==> config.mk <==
export PLATFORM = sky130hd
export DESIGN_NAME = sn_spike_sched
export DESIGN_NICKNAME = d
export VERILOG_FILES = /design/src/rtl/sn_spike_sched.sv
export SDC_FILE = /design/constraint.sdc
export NUM_CORES = 1
export LEC_CHECK = 0
export BUFFER_PORTS_ARGS = -buffer_cell sky130_fd_sc_hd__buf_2
export CAP_MARGIN = 40
export CORE_MARGIN = 10
export CORE_UTILIZATION = 40
export CTS_CLUSTER_DIAMETER = 200
export DETAILED_ROUTE_END_ITERATION = 12
export GPL_TIMING_DRIVEN = 0
export PLACE_DENSITY = 0.76
export SLEW_MARGIN = 20
export SYNTH_ARGS = -nofsm -noshare
export SYNTH_HDL_FRONTEND = slang
export SYNTH_SLANG_ARGS = --single-unit
==> constraint.sdc <==
create_clock -name clk -period 4.1 [get_ports clk]
set_input_delay 0.82 -clock clk [delete_from_list [all_inputs] [get_ports clk]]
set_output_delay 0.82 -clock clk [all_outputs]
set_load 0.02 [all_outputs]
==> src/rtl/sn_spike_sched.sv <==
// Spike transmit scheduler: snapshots pending neurons on a transmit-period rising edge and grants them one at a time to the axon bus.
// Optional round-robin start pointer enabled by defining SN_SPIKE_SCHED_RR_EN; default build always scans from index 1.
module sn_spike_sched #(
  parameter int P_NUM_NEURONS = 100,
  parameter int P_NUM_OUTPUTS = 3,
  localparam int N  = P_NUM_NEURONS - P_NUM_OUTPUTS,
  localparam int IW = $clog2(N + 1)
) (
  input  logic          clk,
  input  logic          rst_n,
  input  logic          nc_transmit,
  input  logic [N:1]    api_pending,
  input  logic          bus_rdy,
  output logic [N:1]    api_granted,
  output logic [IW-1:0] api_idx,
  output logic          api_vld,
  output logic          api_nc_done,
  output logic          sched_busy
);

  // state | meaning
  // IDLE  | waiting for a transmit-period rising edge
  // GRANT | presenting one grant per cycle from the snapshot mask
  // DONE  | one-cycle end-of-period pulse
  // HOLD  | period finished, waiting for nc_transmit to drop
  localparam logic [1:0] S_IDLE  = 2'd0;
  localparam logic [1:0] S_GRANT = 2'd1;
  localparam logic [1:0] S_DONE  = 2'd2;
  localparam logic [1:0] S_HOLD  = 2'd3;

  logic [1:0]    state;
  logic [N:1]    mask;
  logic [N:1]    mask_left;
  logic [N:1]    gnt;
  logic [IW-1:0] sel;
  logic [IW-1:0] ptr;
  logic [IW-1:0] pi;
  logic [IW:0]   pos;
  logic          hit;
  logic          nc_q;

  // Scan the mask starting at ptr, wrapping N back to 1; first set bit wins.
  always_comb begin
    sel = '0;
    gnt = '0;
    hit = 1'b0;
    pos = '0;
    pi  = '0;
    for (int off = 0; off < N; off++) begin
      pos = {1'b0, ptr} + (IW+1)'(off);
      if (pos > (IW+1)'(N)) pos = pos - (IW+1)'(N);
      pi = pos[IW-1:0];
      if (!hit && mask[pi]) begin
        hit     = 1'b1;
        sel     = pi;
        gnt[pi] = 1'b1;
      end
    end
  end

  assign mask_left = mask & ~gnt;

  always_ff @(posedge clk) begin
    if (!rst_n) begin
      state <= S_IDLE;
      mask  <= '0;
      nc_q  <= 1'b0;
    end else begin
      nc_q <= nc_transmit;
      case (state)
        S_IDLE: begin
          if (nc_transmit && !nc_q) begin
            mask  <= api_pending;
            state <= (|api_pending) ? S_GRANT : S_DONE;
          end
        end
        S_GRANT: begin
          // A falling transmit level aborts the period without the done pulse.
          if (!nc_transmit) begin
            mask  <= '0;
            state <= S_IDLE;
          end else if (bus_rdy) begin
            mask <= mask_left;
            if (mask_left == '0) state <= S_DONE;
          end
        end
        S_DONE:  state <= S_HOLD;
        S_HOLD:  if (!nc_transmit) state <= S_IDLE;
        default: state <= S_IDLE;
      endcase
    end
  end

`ifdef SN_SPIKE_SCHED_RR_EN
  // Pointer moves past every accepted grant, including one accepted during an abort.
  always_ff @(posedge clk) begin
    if (!rst_n) begin
      ptr <= IW'(1);
    end else if (state == S_GRANT && hit && bus_rdy) begin
      ptr <= (sel == IW'(N)) ? IW'(1) : sel + IW'(1);
    end
  end
`else
  assign ptr = IW'(1);
`endif

  assign api_vld     = (state == S_GRANT) && hit;
  assign api_granted = api_vld ? gnt : '0;
  assign api_idx     = api_vld ? sel : '0;
  assign api_nc_done = (state == S_DONE);
  assign sched_busy  = (state == S_GRANT) || (state == S_DONE);

endmodule

==> metrics list <==
- First drt pass iteration count: 7
- The endpoint identified for the worst register-to-register timing path is state[1]$_SDFFE_PN0P_.
- Clock-pin slew was measured on the worst setup and hold paths at roughly 70 ps.
- The worst setup path is captured at an output port.
* Hpwl dp: 31000 um
- Detailed routing inserted a total of 11200 vias.
- Worst clock skew: 14.2 ps
* First-iteration detailed-routing DRC count: ~1700
* Root Buffer: sky130_fd_sc_hd__clkbuf_16
- Counting every sink on the clock net gives 100.
* Net Count, Synth: approximately 1200
* Routed len/inst: ~25 um
- The die covers between 20000 and 30000 um^2.
- Global-route total usage across every layer: 0.299
- After detailed placement, the total cell area comes to ~9000 um^2.
- The H-tree was split into 3 levels.
- First-pass GRT wire length: ~61000 um
* Achievable frequency: approximately 220 MHz
* Tightest Pin Transition: 857 ps
* Worst hold path stage count: 2
- Of all nets on the critical path, the largest fanout is 6.
* Reg2Reg Setup Slack: 110 ps
- Worst path setup slack after routing: -449 ps
- On the final layout, the worst hold slack is 540 ps.
- The region available for standard cell placement spans 18900 um^2.
- Top_reg_cell synth: sky130_fd_sc_hd__dfxtp_1
* Sequential share of the synthesized area: 0.259
- Port Buffers: between 200 and 250
* Standard-cell rows: 50
- Across the run, the number of max-cap violations was 0.
* Arrival time at the worst endpoint: between 3000 and 4000 ps
- In this run the remaining antenna-violating nets after routing total 0.
* Via count of the first global-routing pass: around 10000
- Post-route cell area: ~11000 um^2
* Failing checks: setup timing
- Counting I/O delays and the setup requirement, the final critical path takes 4550 ps.
* CP required: 3280 ps
- Number of diodes added for antenna fixing: 0
- Final setup viols: 100
* Fraction of the core area covered by cells at the end of the flow: 0.606
- Routed wire length: 42400 um
- Each instance of the synthesized netlist takes up on average roughly 6.8 um^2.
- Critical path class: reg -> out
- Counting cells, the worst reg-to-reg path comes to 10.
* Number of distinct library cells after synthesis: around 70
- TritonCTS built the clock tree.
* Buffer depth of the longest clock path: 2
- 208 I/O pins were placed.
- The net count of the finished layout is 1520.
- Number of enable-type register cells in the synthesized netlist: 0
* Tightest Hold Check Type: reg -> reg
- Total count of hold-check failures in the final report: 0
- Clock insertion delay at the later pin of the skew report: ~380 ps
- Remaining global-route overflow: 0
- The startpoint identified for the worst register-to-register timing path is mask[25]$_SDFFE_PN0P_.
- At the end of routability-driven placement, the weighted congestion stood at 1.05.
- Count of hold buffers inserted by post-cts repair: 0
- Of the cells placed in the final design, the portion with a size suffix greater than 1 is 0.324.
- The initial antenna violation count was 0.
* Worst setup SP type: flop
- The synthesized design spends more area on one cell type than any other, namely sky130_fd_sc_hd__dfxtp_1.
- The cell area that synthesis handed to floorplanning was between 7000 and 8000 um^2.
* TritonCTS Buffers: 9
- For this configuration, the core starts out at a cell density of 0.410.
* Worst ir drop on vdd: around 0.00024 V
* Number of warnings issued by yosys: 0
* Share of the cycle needed by the critical path after routing: 1.11
- The startpoint identified for the worst hold timing path is mask[1]$_SDFFE_PN0P_.
* Post-Route Setup TNS: -24450 ps
- The design draws roughly 5800 uW.
- Power density cells: slightly above 500 nW/um^2
* Pin count of the biggest net entering global routing: 17
* Result of the run: complete, but fails checks
- The worst pin sits at a relative slew slack of 0.429.
- FFs w/ async S/R, synth: 0
- The die is roughly 160 um wide.
* Max-slew violations: 0
- Portion of synthesized cell area occupied by the leading cell type: 0.259
- After synthesis the netlist holds a flip-flop and latch count of 100.
- Post-synthesis to final-layout area growth: 48.0%
* RSZ-0062 raised after global routing: yes
* LEAKAGE: 0.00464 uW
- Via/cell ratio: roughly 6.7
- The path with the worst hold slack has its endpoint at mask[1]$_SDFFE_PN0P_.
- Synthesis produced about 1100 cells.
- Measured along the y axis, the die boundary spans about 160 um.
* Top cells by area in the synthesized netlist: sky130_fd_sc_hd__dfxtp_1, sky130_fd_sc_hd__nor2_1, sky130_fd_sc_hd__a22oi_1
- In the routed design, unresolved DRC markers number 0.
-- synth_stat cells (6+ instances only) --
| cell type | number |
|---|---|
| sky130_fd_sc_hd__a21oi_1 | 38 |
| sky130_fd_sc_hd__and3_1 | 66 |
| sky130_fd_sc_hd__a211oi_1 | 13 |
| sky130_fd_sc_hd__or3_1 | 15 |
| sky130_fd_sc_hd__nand3_1 | 23 |
| sky130_fd_sc_hd__and2_1 | 6 |
| sky130_fd_sc_hd__o21ai_0 | 109 |
| sky130_fd_sc_hd__a31oi_1 | 8 |
| sky130_fd_sc_hd__and4_1 | 6 |
| sky130_fd_sc_hd__nor3_1 | 61 |
| sky130_fd_sc_hd__nand2_1 | 82 |
| sky130_fd_sc_hd__o31ai_1 | 6 |
| sky130_fd_sc_hd__nor2_1 | 211 |
| sky130_fd_sc_hd__inv_1 | 19 |
| sky130_fd_sc_hd__clkbuf_1 | 87 |
| sky130_fd_sc_hd__nand4_1 | 23 |
| sky130_fd_sc_hd__nor4_1 | 59 |
| sky130_fd_sc_hd__a22oi_1 | 94 |
| sky130_fd_sc_hd__dfxtp_1 | 100 |
-- metal layers --
layer | routed length [um] | global-route usage | share of wire
met2 | 18200 | 0.450 | 0.43
met3 | 5590 | 0.0824 | 0.13
met5 | 0 | 0 | 0
met1 | 16000 | 0.387 | 0.38
met4 | 2500 | 0.137 | 0.059
-- layout make-up --
cell class / instances / area [um^2]
Buffer: 82 / 475
Timing Repair Buffer: 273 / 2210
Multi-Input combinational cell: 929 / 6030
Tap cell: 260 / 325
Fill cell: 1706 / 7440
Inverter: 20 / 77.6
Clock buffer: 10 / 229
Clock inverter: 5 / 85.1
Sequential cell: 100 / 2020
-- layout by cell type, fill, tap and decap left out, types with 23 or more instances in the layout --
master / Yosys / layout
sky130_fd_sc_hd__a21oi_1: 38 / 37
sky130_fd_sc_hd__a22oi_1: 94 / 93
sky130_fd_sc_hd__and3_1: 66 / 30
sky130_fd_sc_hd__and3_4: 0 / 36
sky130_fd_sc_hd__buf_2: 4 / 116
sky130_fd_sc_hd__buf_4: 0 / 70
sky130_fd_sc_hd__buf_6: 3 / 70
sky130_fd_sc_hd__clkbuf_1: 87 / 69
sky130_fd_sc_hd__dfxtp_1: 100 / 89
sky130_fd_sc_hd__nand2_1: 82 / 76
sky130_fd_sc_hd__nand4_1: 23 / 23
sky130_fd_sc_hd__nor2_1: 211 / 200
sky130_fd_sc_hd__nor3_1: 61 / 47
sky130_fd_sc_hd__nor4_1: 59 / 41
sky130_fd_sc_hd__o21ai_0: 109 / 104
-- flip-flops by register name, indices dropped and copies added, names as in the netlist --
signal,flops
mask,97
state,2
nc_q,1
-- worst max-delay path, cell delays in order (launching register included) --
cell,delay (ps)
sky130_fd_sc_hd__dfxtp_4,350
sky130_fd_sc_hd__or4_4,530
sky130_fd_sc_hd__or4_4,600
sky130_fd_sc_hd__nor4_4,240
sky130_fd_sc_hd__buf_6,180
sky130_fd_sc_hd__buf_8,130
sky130_fd_sc_hd__buf_8,130
sky130_fd_sc_hd__nand4b_1,230
sky130_fd_sc_hd__o31ai_2,160
sky130_fd_sc_hd__a2111oi_2,90
sky130_fd_sc_hd__and4_4,230
sky130_fd_sc_hd__nand4_1,200
sky130_fd_sc_hd__a21o_1,170
sky130_fd_sc_hd__buf_6,110
-- how the worst max path moves through the flow --
stage / endpoint / startpoint
floorplan: api_idx[1] / mask[28]$_SDFFE_PN0P_
global placement: api_granted[87] / mask[40]$_SDFFE_PN0P_
detailed placement: api_granted[87] / mask[40]$_SDFFE_PN0P_
CTS: api_idx[0] / mask[25]$_SDFFE_PN0P_
global route: api_idx[0] / mask[2]$_SDFFE_PN0P_
finish: api_idx[0] / mask[25]$_SDFFE_PN0P_
-- per-stage QoR --
step	setup WS (ps)	cells
global placement	-1460	1610
detailed placement	-1450	1613
finish	-449	1679
floorplan	84.3	1143
CTS	-350	1658
global route	-452	1679
-- report_power, final --
group	leakage, uW	switching (uW)	internal (uW)
Combinational	0.00367	2070	1300
Sequential	0.000828	327	1160
Clock	0.000150	440	538
Total	0.00464	2840	2990
-- kinds of logic (layout without fill, tap and decap cells) --
family / Yosys count / in the layout / synth area share
and+or+nand+nor: 597 / 597 / 0.392
DFF: 100 / 100 / 0.259
adders and majority gates: 7 / 7 / 0.0103
AOI/OAI and AO/OA: 325 / 325 / 0.281
buffers and inverters: 114 / 390 / 0.0588
-- timing repair --
action,4_1_cts,5_1_grt
setup buffers,38,12
gates resized for setup,179,204
cloned,2,8
setup endpoints to repair,107,104
pin swaps,24,13
Power figures use the tool's default switching activity.
